File: src/rtl/spi_master_ctrl.sv
// SPI master that issues the slave RAM commands (wr-addr, wr-data, rd-addr, rd-data) at one bit per clk.
// Optional macro SPI_MASTER_SEQ_CHECK_EN rejects rd-data frames that no completed rd-addr frame precedes.
module spi_master_ctrl #(
  parameter int RD_LATENCY = 2,
  parameter int DATA_W     = 8
) (
  input  logic              clk,
  input  logic              rst_n,
  input  logic              start,
  input  logic [1:0]        cmd,
  input  logic [DATA_W-1:0] din,
  output logic              busy,
  output logic              done,
  output logic [DATA_W-1:0] rd_data,
  output logic              rd_valid,
  output logic              err,
  output logic              SS_n,
  output logic              MOSI,
  input  logic              MISO
);

  localparam int FRAME_W = DATA_W + 3;
  localparam int CNT_W   = $clog2(FRAME_W);
  localparam int WAIT_W  = $clog2(RD_LATENCY + 1);

  localparam logic [1:0] CMD_RD_ADDR = 2'b10;
  localparam logic [1:0] CMD_RD_DATA = 2'b11;

  typedef enum logic [2:0] {
    S_IDLE    = 3'd0,
    S_SHIFT   = 3'd1,
    S_WAIT_RD = 3'd2,
    S_RECV    = 3'd3,
    S_TAIL    = 3'd4
  } state_t;

  state_t              r_state, w_state_nxt;
  logic [FRAME_W-1:0]  r_frame, w_frame_nxt;
  logic [1:0]          r_cmd, w_cmd_nxt;
  logic [CNT_W-1:0]    r_bit_cnt, w_bit_cnt_nxt, w_bit_dec;
  logic [WAIT_W-1:0]   r_wait_cnt, w_wait_cnt_nxt;
  logic [DATA_W-1:0]   r_shift, w_shift_nxt;
  logic [DATA_W-1:0]   r_rd_data, w_rd_data_nxt;
  logic                r_ss_n, w_ss_n_nxt;
  logic                r_mosi, w_mosi_nxt;
  logic                r_busy, w_busy_nxt;
  logic                r_done, w_done_nxt;
  logic                r_rd_valid, w_rd_valid_nxt;
  logic                r_err, w_err_nxt;

  logic w_start_ok, w_accept, w_reject;
  logic w_is_rd, w_bit_last, w_wait_last;

`ifdef SPI_MASTER_SEQ_CHECK_EN
  logic r_addr_ok;

  assign w_start_ok = (cmd != CMD_RD_DATA) || r_addr_ok;

  // Only completed frames move the flag; an aborted frame leaves it to reset.
  always_ff @(posedge clk or negedge rst_n) begin
    if (!rst_n) begin
      r_addr_ok <= 1'b0;
    end else if (r_state == S_TAIL) begin
      if (r_cmd == CMD_RD_ADDR)      r_addr_ok <= 1'b1;
      else if (r_cmd == CMD_RD_DATA) r_addr_ok <= 1'b0;
    end
  end
`else
  assign w_start_ok = 1'b1;
`endif

  assign w_accept    = (r_state == S_IDLE) && start && w_start_ok;
  assign w_reject    = (r_state == S_IDLE) && start && !w_start_ok;
  assign w_is_rd     = (r_cmd == CMD_RD_DATA);
  assign w_bit_last  = (r_bit_cnt == '0);
  assign w_bit_dec   = r_bit_cnt - CNT_W'(1);
  assign w_wait_last = (r_wait_cnt == WAIT_W'(1));

  // NOTE: sequential state uses non-blocking assignments so every register updates from pre-edge values.
  always_ff @(posedge clk or negedge rst_n) begin
    if (!rst_n) r_state <= S_IDLE;
    else        r_state <= w_state_nxt;
  end

  always_comb begin
    w_state_nxt = r_state;
    case (r_state)
      S_IDLE:    if (w_accept)    w_state_nxt = S_SHIFT;
      S_SHIFT:   if (w_bit_last)  w_state_nxt = w_is_rd ? S_WAIT_RD : S_TAIL;
      S_WAIT_RD: if (w_wait_last) w_state_nxt = S_RECV;
      S_RECV:    if (w_bit_last)  w_state_nxt = S_TAIL;
      S_TAIL:                     w_state_nxt = S_IDLE;
      default:                    w_state_nxt = S_IDLE;
    endcase
  end

  always_comb begin
    // NOTE: every signal driven here gets a default first, so no path leaves it unassigned and no latch is inferred.
    w_frame_nxt    = r_frame;
    w_cmd_nxt      = r_cmd;
    w_bit_cnt_nxt  = r_bit_cnt;
    w_wait_cnt_nxt = r_wait_cnt;
    w_shift_nxt    = r_shift;
    w_rd_data_nxt  = r_rd_data;
    w_ss_n_nxt     = r_ss_n;
    w_mosi_nxt     = r_mosi;
    w_busy_nxt     = r_busy;
    w_done_nxt     = 1'b0;
    w_rd_valid_nxt = 1'b0;
    w_err_nxt      = w_reject;
    case (r_state)
      S_IDLE: begin
        if (w_accept) begin
          w_frame_nxt   = {cmd[1], cmd, din};
          w_cmd_nxt     = cmd;
          w_ss_n_nxt    = 1'b0;
          w_mosi_nxt    = cmd[1];
          w_busy_nxt    = 1'b1;
          w_bit_cnt_nxt = CNT_W'(FRAME_W - 1);
        end
      end
      S_SHIFT: begin
        if (w_bit_last) begin
          w_mosi_nxt     = 1'b0;
          w_wait_cnt_nxt = WAIT_W'(RD_LATENCY);
        end else begin
          w_bit_cnt_nxt = w_bit_dec;
          w_mosi_nxt    = r_frame[w_bit_dec];
        end
      end
      // The wait spans RD_LATENCY cycles so the first sample lands on the slave's first data bit.
      S_WAIT_RD: begin
        w_wait_cnt_nxt = r_wait_cnt - WAIT_W'(1);
        if (w_wait_last) w_bit_cnt_nxt = CNT_W'(DATA_W - 1);
      end
      S_RECV: begin
        w_shift_nxt = {r_shift[DATA_W-2:0], MISO};
        if (!w_bit_last) w_bit_cnt_nxt = w_bit_dec;
      end
      S_TAIL: begin
        w_ss_n_nxt = 1'b1;
        w_busy_nxt = 1'b0;
        w_done_nxt = 1'b1;
        if (w_is_rd) begin
          w_rd_valid_nxt = 1'b1;
          w_rd_data_nxt  = r_shift;
        end
      end
      default: ;
    endcase
  end

  always_ff @(posedge clk or negedge rst_n) begin
    if (!rst_n) begin
      r_frame    <= '0;
      r_cmd      <= '0;
      r_bit_cnt  <= '0;
      r_wait_cnt <= '0;
      r_shift    <= '0;
      r_rd_data  <= '0;
      r_ss_n     <= 1'b1;
      r_mosi     <= 1'b0;
      r_busy     <= 1'b0;
      r_done     <= 1'b0;
      r_rd_valid <= 1'b0;
      r_err      <= 1'b0;
    end else begin
      r_frame    <= w_frame_nxt;
      r_cmd      <= w_cmd_nxt;
      r_bit_cnt  <= w_bit_cnt_nxt;
      r_wait_cnt <= w_wait_cnt_nxt;
      r_shift    <= w_shift_nxt;
      r_rd_data  <= w_rd_data_nxt;
      r_ss_n     <= w_ss_n_nxt;
      r_mosi     <= w_mosi_nxt;
      r_busy     <= w_busy_nxt;
      r_done     <= w_done_nxt;
      r_rd_valid <= w_rd_valid_nxt;
      r_err      <= w_err_nxt;
    end
  end

  assign busy     = r_busy;
  assign done     = r_done;
  assign rd_data  = r_rd_data;
  assign rd_valid = r_rd_valid;
  assign err      = r_err;
  assign SS_n     = r_ss_n;
  assign MOSI     = r_mosi;

endmodule

File: config.mk
export PLATFORM = sky130hd
export DESIGN_NAME = spi_master_ctrl
export DESIGN_NICKNAME = d
export VERILOG_FILES = /design/src/rtl/spi_master_ctrl.sv
export SDC_FILE = /design/constraint.sdc
export NUM_CORES = 1
export LEC_CHECK = 0
export ABC_AREA = 1
export BUFFER_PORTS_ARGS = -buffer_cell sky130_fd_sc_hd__buf_2
export CAP_MARGIN = 20
export CORE_MARGIN = 5
export CORE_UTILIZATION = 55
export CTS_CLUSTER_DIAMETER = 80
export CTS_CLUSTER_SIZE = 10
export DETAILED_ROUTE_END_ITERATION = 16
export PLACE_DENSITY = 0.76
export SETUP_SLACK_MARGIN = 0.1
export SLEW_MARGIN = 20
export SYNTH_ARGS = -nofsm -noshare
export SYNTH_HDL_FRONTEND = slang
export SYNTH_SLANG_ARGS = --single-unit
File: constraint.sdc
create_clock -name clk -period 2.4 [get_ports clk]
set_input_delay 0.6 -clock clk [delete_from_list [all_inputs] [get_ports clk]]
set_output_delay 0.6 -clock clk [all_outputs]
set_load 0.02 [all_outputs]
==> results of run 1 <==
==> cell type report <==
class                           count  area (µm²)
Timing Repair Buffer               27         138
Fill cell                         290        1080
Clock buffer                        6        41.3
Sequential cell                    40        1000
Inverter                           25        93.8
Clock inverter                      2        12.5
Multi-Input combinational cell    143         679
Tap cell                           44        55.1
==> report_power, final <==
| part | switching (mW) | total (mW) | leakage, nW | internal (mW) |
|---|---|---|---|---|
| registers | 0.173 | 1.15 | 0.487 | 0.981 |
| clock network | 0.223 | 0.336 | 0.0282 | 0.113 |
| logic | 0.786 | 1.21 | 0.567 | 0.421 |
==> routing by layer <==
layer / track usage (%) / vias to the layer above
met1: 22.7 / 632
met5: 0 / -
met4: 7.59 / 0
met2: 24.4 / 30
met3: 6.16 / 6
li1: - / 724
==> how the worst max path moves through the flow <==
stage	from	endpoint	slack, ps	cells past startpoint
after floorplan	r_bit_cnt[0]	MOSI	930	11
after global placement	start	MOSI	690	5
after detailed placement	start	r_frame[8]	630	4
after CTS	r_state[0]	MOSI	690	5
after global routing	r_bit_cnt[0]	MOSI	480	10
final	r_bit_cnt[0]	MOSI	680	10
==> placed cells by master, fill, tap and decap left out, types with 2 or more instances in the layout <==
cell type  count
inv_2          3
dfrtp_1       39
nand3_1       13
a21oi_1        3
buf_2         26
nor3_1         2
nor2_1        10
nand2_1       76
o21ai_2        7
clkbuf_4       5
ha_1           3
inv_1         22
o21ai_0       22
==> kinds of logic after synthesis <==
family / share of synthesized area [%]
AND/OR/NAND/NOR: 23.8
flip-flops: 55.2
AO/OA/AOI/OAI: 11.4
buffers and inverters: 7.31
adder cells (fa/ha/maj): 2.07
other: 0.207
==> flip-flops by register name, summed over array words and instances (netlist names) <==
name	cells
r_frame	10
r_shift	8
rd_data	8
r_bit_cnt	4
r_state	3
r_wait_cnt	2
MOSI	1
SS_n	1
busy	1
done	1
rd_valid	1
==> metrics by stage <==
step	utilization (%)	setup slack [ps]	instance area, µm²
after floorplan	-	931	1810
after global placement	63.4	687	1970
after detailed placement	63.4	627	1970
after CTS	65.2	694	2020
after global routing	65.2	477	2020
final	65.2	679	2020
==> results.yml, run 1 <==
logic_synthesis:
  async_flop_share_pct: 100
  synthTopCellsByArea: "dfrtp_1 54%, nand2_1 16%, o21ai_0 6.1%, inv_1 4.6%, nand3_1 3.6%"
  synth_ff_type: "dfrtp_1"
  ys_seq_area_share_pct: 55.2
  yosys-top-cells-count: "76 x nand2_1, 39 x dfrtp_1, 22 x inv_1, 22 x o21ai_0, 13 x nand3_1"
  synth_fp_nets: 231
  yosys.area.top_type: "dfrtp_1"
  yosysMostFrequentCell: "nand2_1"
  synth-seq-cells: 40
  synth_area_per_cell_um2: 8.48
  synth_top_area_share_pct: 53.8
  yosys_warnings: 0
  synth_edf_count: 0
  syn_inst: 214
  synth_cell_types: 22
  netlist_area_um2: 1810
setup_path:
  r2r_start: "r_bit_cnt[0]"
  path_class: "reg -> reg"
  critPathArrivalTime_ps: 2010
  critical_path_required_ps: 2690
  start_kind: "flop"
  r2r_end: "MOSI"
  cp-end-kind: "flop"
  slowest_delay_ps: 500
  worstPathCellList: "inv_2 > ha_1 > inv_1 > nand2_1 > nand3_1 > nor2_1 > nor2_1 > nor2_1 > nand2_1 > a21oi_1"
  cp_top_family: "flip-flops"
  worst-path-buf-inv: 2
  critical-path-top-cell-by-count: "nor2_1"
  rr_worst_depth: 10
  cp_max_fo: 10
  r2r_setup_slack_ps: 680
  slowest_stage: "dfrtp_1"
place:
  numPlacedInstances: 279
  port_buffers: 26
  dp_hpwl_um: 2350
  routabilityCongestion: 0.834
routing:
  drtIter0Drc: 75
  drc: 0
  drt_first_pass_iters: 4
  via_per_inst: 4.85
  wl_met3_um: 188
  wl_um: 3270
  route.met2.wl_um: 1410
  route.vias.total: 1392
  ant_nets: 0
  dr.max_layer_used: "met4"
  routedWlPerCell_um: 11.4
  drt-met1-wl_um: 1610
die:
  io_pins: 28
  core-area_um2: 3100
  die_area_um2: 4550
  fp.dieH_um: 67.4
  die_x_um: 67.4
  rows: 20
  initial_core_util_pct: 58.5
global_route:
  grt_max_degree: 41
  grtUsageTotal_pct: 16.9
  grt_pass1_vias: 1272
  grt_antenna_before_repair: 0
  grt_first_pass_wirelength_um: 5610
  grt-ovfl-total: 0
timing:
  finClkSkew_ps: 8.35
  setup_violations: 0
  rsz0062_at_grt: "no"
  fmax_ghz: 0.581
  drv_slew: 0
  timing.final.crit_share_pct: 71.7
  fin_hold_ws_ps: 275
  totalNegativeSetupSlack_ps: 0
  period_needed_ps: 1720
  hold_violations: 0
cells_and_area:
  drive_above_1_share_pct: 20.6
  syn_to_final_growth_pct: 11.4
  fin_nets: 259
  diodes: 0
  stdcell_count: 287
clock_tree:
  clk_pin_slew_ps: 110
  cts_tree: "done"
  clock_path_buffers: 2
  cts_hold_buf: 0
  numCtsBuffers: 5
  ctsHtreeMaxLevel: 2
  clockRootBuffer: "clkbuf_4"
  cts_resized: 0
  cts_setup_buffers: 0
  clock_sinks: 40
  clk_latency_ps: 360
power:
  finalPower_mw: 2.70
  power.density_nw_per_um2: 1330
  leakage_nw: 1.08
  ir_drop_v: 0.000748
run:
  drv_cap: 0
status:
  status: "finished clean"
hold_path:
  hold_class: "in -> async"
Power figures use the tool's default switching activity.
==> inputs of run 2 (changes only) <==
clock period = 1.6 ns   (was 2.4 ns; I/O delays follow)
==> results.yml, run 2 (same netlist as run 1, synthesis figures left out) <==
die:
  rows: 20
  die_x_um: 67.4
  core-area_um2: 3100
  die_area_um2: 4550
  fp.dieH_um: 67.4
  io_pins: 28
  initial_core_util_pct: 58.5
setup_path:
  cp_top_family: "flip-flops"
  worstPathCellList: "buf_2"
  cp-end-kind: "primary output"
  r2r_setup_slack_ps: 160
  start_kind: "flop"
  r2r_end: "MOSI"
  worst-path-buf-inv: 1
  r2r_start: "r_bit_cnt[0]"
  cp_max_fo: 2
  critical_path_required_ps: 1200
  slowest_stage: "dfstp_2"
  slowest_delay_ps: 550
  critPathArrivalTime_ps: 1060
  rr_worst_depth: 10
  path_class: "reg -> out"
timing:
  finClkSkew_ps: 15.7
  hold_violations: 0
  fin_hold_ws_ps: 231
  fmax_ghz: 0.686
  period_needed_ps: 1460
  timing.final.crit_share_pct: 91.2
  drv_slew: 0
  rsz0062_at_grt: "yes"
  setup_violations: 0
  timing.final.ws_setup_ps: 141
  totalNegativeSetupSlack_ps: 0
cells_and_area:
  final_cell_mix: "75 x nand2_1, 38 x dfrtp_1, 26 x buf_2, 21 x o21ai_0, 20 x inv_1"
  final_common_cell: "nand2_1"
  syn_to_final_growth_pct: 19.3
  largest-register: "r_frame"
  drive_above_1_share_pct: 25.2
  fin_nets: 266
  largest_reg_flops: 10
  fin_area_um2: 2160
  diodes: 0
clock_tree:
  clk_pin_slew_ps: 120
  clock_sinks: 40
  ctsHtreeMaxLevel: 2
  clock_path_buffers: 2
  clk_latency_ps: 350
  clockRootBuffer: "clkbuf_4"
  numCtsBuffers: 5
  cts_tree: "done"
global_route:
  grt-ovfl-total: 0
  grt_first_pass_wirelength_um: 5690
  grtUsageTotal_pct: 17.1
  grt_pass1_vias: 1258
  grt_antenna_before_repair: 0
  grt_max_degree: 26
hold_path:
  min_path_cells: 3
  hold_class: "in -> reg"
  worstHoldStart: "din[0]"
  holdPathEnd: "r_frame[0]"
routing:
  via_per_inst: 4.83
  drtIter0Drc: 86
  routedWlPerCell_um: 11.5
  drt_first_pass_iters: 4
  drc: 0
  route.vias.total: 1420
  wl_um: 3380
  ant_nets: 0
power:
  ir_drop_v: 0.00105
  power.density_nw_per_um2: 2080
  leakage_nw: 1.13
place:
  dp_slack_ps: 95.1
  routabilityCongestion: 0.899
  placed_cell_area_um2: 2000
  port_buffers: 26
  dp_hpwl_um: 2430
run:
  drv_cap: 0
status:
  status: "finished clean"
run 2: cell count changes in the layout (fill, tap and decap cells not counted), sizes merged:
cell         delta
buf             +5
bufinv          +2
clkinv          -1
dlygate4sd3     +1
inv             -1
nor2            +1
run 2: report_power, final:
group / total (mW) / switching (mW) / leakage, nW / internal, mW
Combinational: 1.98 / 1.25 / 0.595 / 0.728
Sequential: 1.72 / 0.251 / 0.486 / 1.47
Clock: 0.805 / 0.317 / 0.0525 / 0.488
run 2: metrics by stage:
stage	std cells	utilization, %	power [mW]
floorplan	214	-	3.10
global placement	281	64.3	3.54
detailed placement	281	64.3	3.60
CTS	290	68.3	4.45
global route	294	69.8	4.92
finish	294	69.8	4.51
run 2: worst max-delay path by stage:
stage	start	endpoint	slack [ps]	cells past startpoint
2_1_floorplan	r_bit_cnt[0]	MOSI	130	11
3_3_place_gp	r_bit_cnt[0]	MOSI	180	10
3_5_place_dp	r_bit_cnt[0]	MOSI	100	10
4_1_cts	r_bit_cnt[0]	r_bit_cnt[1]	130	7
5_1_grt	r_state[0]	r_bit_cnt[1]	50	6
6_report	SS_n	SS_n	140	1
run 2: metal layers:
metal / wire (µm) / vias up / GRT usage (%)
met5: 0 / - / 0
met4: 49 / 0 / 6.08
met3: 191 / 5 / 5.49
met2: 1530 / 32 / 26.0
met1: 1610 / 642 / 22.9
li1: - / 741 / -
run 2: what timing repair did:
action,in CTS,in global routing
gates cloned,0,1
buffers inserted,0,3
pin swaps,0,1
hold buffers,1,0
endpoints found under the setup margin,1,24
endpoints found under the hold margin,15,0
gates resized for setup,1,10
run 2: cell type report:
type	instances	area (µm²)
Clock buffer	6	41.3
Clock inverter	2	60.1
Fill cell	282	938
Inverter	25	100
Multi-Input combinational cell	144	707
Sequential cell	40	1000
Tap cell	44	55.1
Timing Repair Buffer	33	198
run 2: worst reg2reg max path: cells and delay by family (launching register included):
kind                     cells  cell delay (ps)
AO/OA/AOI/OAI                1              130
adder cells (fa/ha/maj)      1              290
buffers and inverters        2              160
flip-flops                   1              400
AND/OR/NAND/NOR              6              410
